## config.mk

```make
export PLATFORM = sky130hd
export DESIGN_NAME = borrow_lookahead_subtractor_flat
export DESIGN_NICKNAME = d
export VERILOG_FILES = /design/src/rtl/borrow_lookahead_subtractor_if.sv /design/src/rtl/borrow_lookahead_subtractor.sv /design/src/flat_wrapper.sv
export SDC_FILE = /design/constraint.sdc
export NUM_CORES = 1
export LEC_CHECK = 0
export ABC_AREA = 1
export ABC_CLOCK_PERIOD_IN_PS = 1100
export BUFFER_PORTS_ARGS = -buffer_cell sky130_fd_sc_hd__buf_2
export CORE_AREA = 2 2 65 67
export CTS_BUF_LIST = sky130_fd_sc_hd__clkbuf_4 sky130_fd_sc_hd__clkbuf_8 sky130_fd_sc_hd__clkbuf_16
export CTS_CLUSTER_DIAMETER = 80
export DETAILED_ROUTE_END_ITERATION = 6
export DIE_AREA = 0 0 67 69
export PLACE_DENSITY = 0.72
export SYNTH_ARGS = -nofsm -noshare
export SYNTH_HDL_FRONTEND = slang
export SYNTH_SLANG_ARGS = --single-unit
```

## constraint.sdc

```tcl
create_clock -name clk -period 1.1 [get_ports clk]
set_input_delay 0.22 -clock clk [delete_from_list [all_inputs] [get_ports clk]]
set_output_delay 0.22 -clock clk [all_outputs]
set_load 0.005 [all_outputs]
```

## src/rtl/borrow_lookahead_subtractor_if.sv

```systemverilog
`default_nettype none
// ============================================================================
// Module      : borrow_lookahead_subtractor_if
// Description : Operand/result stream bundle for borrow_lookahead_subtractor.
//               Input stream : in_valid, in_ready, a, b, bin
//               Output stream: out_valid, out_ready, diff, bout, ovf, zero
//               slave  modport - the subtractor itself
//               master modport - the operand producer / result consumer
// Parameters  : WIDTH - operand/result width, must match the subtractor
// Revision    : 1.0 - initial release
// ============================================================================
interface borrow_lookahead_subtractor_if #(
    parameter int WIDTH = 8
) ();
    logic             in_valid;
    logic             in_ready;
    logic [WIDTH-1:0] a;
    logic [WIDTH-1:0] b;
    logic             bin;
    logic             out_valid;
    logic             out_ready;
    logic [WIDTH-1:0] diff;
    logic             bout;
    logic             ovf;
    logic             zero;

    modport slave (
        input  in_valid, a, b, bin, out_ready,
        output in_ready, out_valid, diff, bout, ovf, zero
    );

    modport master (
        output in_valid, a, b, bin, out_ready,
        input  in_ready, out_valid, diff, bout, ovf, zero
    );
endinterface
`default_nettype wire

```

## src/rtl/borrow_lookahead_subtractor.sv

```systemverilog
`default_nettype none
// ============================================================================
// Module      : borrow_lookahead_subtractor
// Description : Two-stage pipelined D = A - B - Bin with group borrow
//               look-ahead, behind a valid/ready stream handshake.
//               S1 registers per-bit generate/propagate/half-difference and
//               per-group G/P; S2 resolves group borrows in look-ahead form,
//               ripples bit borrows inside each group and registers the
//               result. Latency 2, throughput 1/cycle, occupancy <= 2.
// Ports       : clk   - rising-edge clock
//               rst_n - asynchronous active-low reset
//               bus   - slave modport of borrow_lookahead_subtractor_if
//                       (in_valid/in_ready/a/b/bin,
//                        out_valid/out_ready/diff/bout/ovf/zero)
// Parameters  : WIDTH (>= 2), GROUP (WIDTH % GROUP == 0)
// Build macro : SUB_SAT_EN - when defined, unsigned saturation: a borrowing
//               result is forced to 0 (zero=1); bout/ovf still reported.
// Revision    : 1.0 - initial release
// ============================================================================
module borrow_lookahead_subtractor #(
    parameter int WIDTH = 8,
    parameter int GROUP = 4
) (
    input wire                           clk,
    input wire                           rst_n,
    borrow_lookahead_subtractor_if.slave bus
);
    localparam int NGRP = WIDTH / GROUP;
    localparam int MSB  = WIDTH - 1;

    // Handshake state
    logic             s1_valid_q, s1_valid_d;
    logic             s2_valid_q, s2_valid_d;
    logic             s1_adv, s2_adv;

    // Stage 1 registers
    logic [WIDTH-1:0] g_q, g_d, p_q, p_d, x_q, x_d;
    logic             bin_q, bin_d;
    logic [NGRP-1:0]  gg_q, gg_d, gp_q, gp_d;

    // Stage 1 combinational values
    logic [WIDTH-1:0] w_g, w_p, w_x;
    logic [NGRP-1:0]  w_gg, w_gp;

    // Stage 2 combinational values
    logic [NGRP:0]    w_gb;
    logic             w_term, w_pchain, w_brw;
    logic [WIDTH-1:0] w_raw, w_res;
    logic             w_bout, w_ovf, w_zero;

    // Stage 2 (output) registers
    logic [WIDTH-1:0] diff_q, diff_d;
    logic             bout_q, bout_d, ovf_q, ovf_d, zero_q, zero_d;

    // ------------------------------------------------------------------
    // Handshake: each stage moves when its successor can take its content.
    // in_ready depends combinationally on out_ready through s2_adv.
    // ------------------------------------------------------------------
    always_comb begin
        s2_adv     = ~s2_valid_q | bus.out_ready;
        s1_adv     = ~s1_valid_q | s2_adv;
        s1_valid_d = s1_adv ? bus.in_valid : s1_valid_q;
        s2_valid_d = s2_adv ? s1_valid_q   : s2_valid_q;
    end

    // ------------------------------------------------------------------
    // Stage 1: bit generate/propagate and group G/P.
    // Group G is the borrow out of the group assuming no borrow in;
    // group P says a borrow in passes straight through the group.
    // ------------------------------------------------------------------
    always_comb begin
        w_g  = ~bus.a & bus.b;
        w_p  = ~(bus.a ^ bus.b);
        w_x  = bus.a ^ bus.b;
        w_gg = '0;
        w_gp = '0;
        for (int k = 0; k < NGRP; k++) begin
            w_gg[k] = 1'b0;
            w_gp[k] = 1'b1;
            for (int j = 0; j < GROUP; j++) begin
                w_gg[k] = w_g[k*GROUP+j] | (w_p[k*GROUP+j] & w_gg[k]);
                w_gp[k] = w_gp[k] & w_p[k*GROUP+j];
            end
        end

        g_d   = s1_adv ? w_g     : g_q;
        p_d   = s1_adv ? w_p     : p_q;
        x_d   = s1_adv ? w_x     : x_q;
        bin_d = s1_adv ? bus.bin : bin_q;
        gg_d  = s1_adv ? w_gg    : gg_q;
        gp_d  = s1_adv ? w_gp    : gp_q;
    end

    // ------------------------------------------------------------------
    // Stage 2: group borrows in flattened look-ahead form,
    //   gb[k+1] = OR_j ( G_j & P_{j+1..k} ) | ( bin & P_{0..k} ),
    // so no group waits on its neighbour; bits then ripple locally.
    // ------------------------------------------------------------------
    always_comb begin
        w_gb     = '0;
        w_term   = 1'b0;
        w_pchain = 1'b0;
        w_brw    = 1'b0;
        w_raw    = '0;

        w_gb[0] = bin_q;
        for (int k = 0; k < NGRP; k++) begin
            w_pchain = bin_q;
            for (int j = 0; j <= k; j++) begin
                w_pchain = w_pchain & gp_q[j];
            end
            w_gb[k+1] = w_pchain;
            for (int j = 0; j <= k; j++) begin
                w_term = gg_q[j];
                for (int m = j + 1; m <= k; m++) begin
                    w_term = w_term & gp_q[m];
                end
                w_gb[k+1] = w_gb[k+1] | w_term;
            end
        end

        for (int k = 0; k < NGRP; k++) begin
            w_brw = w_gb[k];
            for (int j = 0; j < GROUP; j++) begin
                w_raw[k*GROUP+j] = x_q[k*GROUP+j] ^ w_brw;
                w_brw            = g_q[k*GROUP+j] | (p_q[k*GROUP+j] & w_brw);
            end
        end

        w_bout = w_gb[NGRP];
        // Overflow needs a[MSB] != b[MSB] (x=1); in that case a[MSB] = ~g[MSB],
        // so a[MSB] is recovered without registering the operand itself.
        w_ovf  = x_q[MSB] & (w_raw[MSB] ^ ~g_q[MSB]);

`ifdef SUB_SAT_EN
        w_res  = w_bout ? '0 : w_raw;
`else
        w_res  = w_raw;
`endif
        w_zero = (w_res == '0);

        diff_d = s2_adv ? w_res  : diff_q;
        bout_d = s2_adv ? w_bout : bout_q;
        ovf_d  = s2_adv ? w_ovf  : ovf_q;
        zero_d = s2_adv ? w_zero : zero_q;
    end

    // ------------------------------------------------------------------
    // Registers
    // ------------------------------------------------------------------
    always_ff @(posedge clk or negedge rst_n) begin
        if (!rst_n) begin
            s1_valid_q <= 1'b0;
            s2_valid_q <= 1'b0;
            g_q        <= '0;
            p_q        <= '0;
            x_q        <= '0;
            bin_q      <= 1'b0;
            gg_q       <= '0;
            gp_q       <= '0;
            diff_q     <= '0;
            bout_q     <= 1'b0;
            ovf_q      <= 1'b0;
            zero_q     <= 1'b0;
        end else begin
            s1_valid_q <= s1_valid_d;
            s2_valid_q <= s2_valid_d;
            g_q        <= g_d;
            p_q        <= p_d;
            x_q        <= x_d;
            bin_q      <= bin_d;
            gg_q       <= gg_d;
            gp_q       <= gp_d;
            diff_q     <= diff_d;
            bout_q     <= bout_d;
            ovf_q      <= ovf_d;
            zero_q     <= zero_d;
        end
    end

    assign bus.in_ready  = s1_adv;
    assign bus.out_valid = s2_valid_q;
    assign bus.diff      = diff_q;
    assign bus.bout      = bout_q;
    assign bus.ovf       = ovf_q;
    assign bus.zero      = zero_q;

endmodule
`default_nettype wire

```

## src/flat_wrapper.sv

```systemverilog
// flat-port wrapper written by rule: the top's interface ports become plain ports
module borrow_lookahead_subtractor_flat 
#(
    parameter int WIDTH = 8,
    parameter int GROUP = 4
)
  (clk, rst_n, bus_in_valid, bus_a, bus_b, bus_bin, bus_out_ready, bus_in_ready, bus_out_valid, bus_diff, bus_bout, bus_ovf, bus_zero);
  borrow_lookahead_subtractor_if #(.WIDTH(WIDTH)) bus_i ();
  input wire clk;
  input wire rst_n;
  input wire logic [$bits(bus_i.in_valid)-1:0] bus_in_valid;
  input wire logic [$bits(bus_i.a)-1:0] bus_a;
  input wire logic [$bits(bus_i.b)-1:0] bus_b;
  input wire logic [$bits(bus_i.bin)-1:0] bus_bin;
  input wire logic [$bits(bus_i.out_ready)-1:0] bus_out_ready;
  output wire logic [$bits(bus_i.in_ready)-1:0] bus_in_ready;
  output wire logic [$bits(bus_i.out_valid)-1:0] bus_out_valid;
  output wire logic [$bits(bus_i.diff)-1:0] bus_diff;
  output wire logic [$bits(bus_i.bout)-1:0] bus_bout;
  output wire logic [$bits(bus_i.ovf)-1:0] bus_ovf;
  output wire logic [$bits(bus_i.zero)-1:0] bus_zero;
  assign bus_i.in_valid = bus_in_valid;
  assign bus_i.a = bus_a;
  assign bus_i.b = bus_b;
  assign bus_i.bin = bus_bin;
  assign bus_i.out_ready = bus_out_ready;
  assign bus_in_ready = bus_i.in_ready;
  assign bus_out_valid = bus_i.out_valid;
  assign bus_diff = bus_i.diff;
  assign bus_bout = bus_i.bout;
  assign bus_ovf = bus_i.ovf;
  assign bus_zero = bus_i.zero;
  borrow_lookahead_subtractor #(.WIDTH(WIDTH), .GROUP(GROUP)) u_core (.clk(clk), .rst_n(rst_n), .bus(bus_i));
endmodule
```

==> impl_metrics.ini <==
[floorplanning]
start_util_pct = 47.76
die_w_um = 67
rows = 23
io_pins = 34
die_area_um2 = 4623
design.core.area_um2 = 3914
die_height_um = 69

[place]
post-dp-hpwl_um = 2863
gp_congestion = 0.7902
io_buffers = 33
placed_area_um2 = 2290
dp.cells = 313

[critical_path]
end_kind = register
crit_fanout = 4
path_class = register to register
start_kind = register
crit_required_ns = 1.34
path_delay_family = simple AND/OR/NAND/NOR gates
arrival_ns = 1.63
slowest_stage = dfrtp_1
cpMostUsedCell = nand2_1
worstPathCellList = nand2_2 > nand2_4 > nand2_4 > nand2_4 > nand2_1 > nand2_2 > nand2_1 > nor2_2 > nand2_1 > nor2_2 > nand2_1 > nand2_1
critPathMaxStageDelay_ns = 0.44
critPathBufInv = 0

[detailed_routing]
postRouteAntennaNets = 0
firstDrtPassIters = 4
drc = 0
finalWirelength_um = 5186
via_count = 1733
drt_iter0_markers = 89
routed_via_density = 5.189
drt-wirelength-per-cell_um = 15.53

[cells_and_area]
stdcell_count = 334
layout-drive-gt1-share_pct = 50.70
register_area_um2 = 975.9
num-nets-final = 312
postLayoutCellArea_um2 = 2874
n_antenna_cell = 0
nFillCells = 269
multi_input_area_um2 = 979.7
syn_to_final_growth_pct = 53.75

[timing]
setup_ws_ns = -0.2942
fin_setup_tns_ns = -5.200
setup_viol_count_final = 35
fmax_mhz = 717.2
period_share_pct = 126.7
rsz0062_at_grt = true
final_max_slew_viol_count = 0
relSlewSlack_pct = 85.81
fin_crit_ns = 1.394
worst_pin_slew_ns = 0.2106
final-hold-violation-count = 0
timing.hold.ws_ns = 0.1211
fin_skew_ns = 0.003397

[global_routing]
grt_max_degree = 40
antenna_found_initial = 0
grt_pass1_wl_um = 7176
gr-total-overflow = 0
track_usage_pct = 20.62
grt_pass1_vias = 1588

[clock_tree]
numClockSinks = 39
cts_root_buf = clkbuf_8
cts_buffers = 5
clk_latency_ns = 0.29
clk_pin_slew_ns = 0.07
cts_htree_levels = 2
cts_tree = done
cts_buffer_depth = 2

[pwr]
max-vdd-ir-drop_mv = 0.6920
finalPower_uw = 4231
p_per_area_nw_per_um2 = 1472
leakagePower_uw = 0.001477

[worst_hold_path]
min_path_type = input pin to register

[logic_synthesis]
ys_seq_elements = 39
synth_area_um2 = 1869
yosysUniqueCellTypes = 22
synth_fp_nets = 240
ys_seq_area_share_pct = 52.21
ys.warnings.count = 0
synthCells = 211
synth_area_per_cell_um2 = 8.859

[run_status]
violations = setup timing
status = complete, but fails checks

[run]
cap_violations = 0
[layer usage]
metal	vias up	track usage [%]	part of all wire, %
li1	821	-	-
met1	837	25.70	40
met2	65	34.54	52
met3	10	4.405	5.5
met4	0	7.483	2.4
met5	-	0	0
[cells by family (layout without fill, tap and decap cells)]
| kind of cell | Yosys count | in the layout | share of synthesized area, % |
|---|---|---|---|
| AND/OR/NAND/NOR | 92 | 92 | 22.36 |
| adder cells (fa/ha/maj) | 8 | 8 | 5.355 |
| flip-flops | 39 | 39 | 52.21 |
| AO/OA/AOI/OAI | 37 | 37 | 12.05 |
| buffers and inverters | 35 | 108 | 8.032 |
[through the flow]
step	utilization (%)	setup WS [ns]
after floorplan	-	-0.07785
after global placement	58.50	-0.1606
after detailed placement	58.50	-0.1996
after CTS	64.13	-0.2384
after global routing	73.43	-0.4218
final	73.43	-0.2942
[flip-flops by register name, indices dropped and copies added, names as in the netlist]
signal                flops
u_core.s1_valid_q         1
u_core.x_q                8
u_core.bus.ovf            1
u_core.g_q                7
u_core.bus.zero           1
u_core.bus.out_valid      1
u_core.gp_q               2
u_core.bin_q              1
u_core.bus.bout           1
u_core.p_q                6
u_core.bus.diff           8
u_core.gg_q               2
[path summary, 6_finish.rpt]
kind	from	end	slack, ns	cells past startpoint
worst min register to register	u_core.bus.ovf$_DFFE_PN0P_	u_core.bus.ovf$_DFFE_PN0P_	0.48	2
worst max register to register	u_core.bin_q$_DFFE_PN0P_	u_core.bus.zero$_DFFE_PN0P_	-0.29	12
worst max-delay path	u_core.bin_q$_DFFE_PN0P_	u_core.bus.zero$_DFFE_PN0P_	-0.29	12
max in group asynchronous	rst_n	u_core.bus.diff[3]$_DFFE_PN0P_	0.48	3
min in group asynchronous	rst_n	u_core.x_q[4]$_DFFE_PN0P_	0.42	3
worst min-delay path	bus_in_valid	u_core.s1_valid_q$_DFFE_PN0P_	0.12	2
[where the power goes]
group / internal (uW) / leakage [uW] / switching [uW] / total (uW)
sequential: 1640 / 0.000470 / 157 / 1800
clock: 597 / 0.0000549 / 505 / 1100
combinational: 671 / 0.000952 / 661 / 1330
total: 2910 / 0.00148 / 1320 / 4230
[synthesized netlist by cell type]
cell type | instances | area [um^2]
o21ai_1 | 1 | 5.000
o41ai_1 | 1 | 8.760
o221ai_1 | 1 | 8.760
nand3b_1 | 2 | 15.01
nand3_1 | 10 | 50.05
a31oi_1 | 3 | 18.77
o21a_1 | 10 | 75.07
buf_4 | 1 | 7.510
clkbuf_1 | 2 | 7.510
inv_1 | 30 | 112.6
a21oi_1 | 3 | 15.01
o21ai_2 | 1 | 8.760
nor2_1 | 9 | 33.78
dfrtp_1 | 39 | 975.9
ha_1 | 8 | 100.1
nor2_2 | 2 | 12.51
nand2_1 | 52 | 195.2
nand2_2 | 12 | 75.07
nor2_4 | 1 | 11.26
buf_6 | 2 | 22.52
o21ai_0 | 17 | 85.08
or2_2 | 4 | 25.02
[repair_timing]
action	CTS	global route
pin swaps	4	14
gates resized for setup	18	70
endpoints found under the hold margin	39	0
endpoints found under the setup margin	23	39
hold buffers	1	0
gates cloned	1	3
buffers inserted	3	5
[cell usage in the layout, fill, tap and decap left out, types with 5 or more instances in the layout]
master and n:
buf_2 32, clkbuf_8 7, dfrtp_1 39, o21ai_2 11
buf_4 16, buf_12 5, nor2_1 7, ha_1 8
nand3_1 6, nand2_4 13, o21ai_1 8, nand2_2 23
buf_6 11, o21a_1 10, inv_1 27, nand2_1 28
[area by class of cell]
cell class                 instances  area share [%]
inverter                          30           4.179
multi-input combinational        137           34.09
timing repair buffer              70           21.99
sequential                        39           33.96
tap                               50           2.177
clock buffer                       8           3.613
Note: power is estimated with default switching activity, not from simulation.
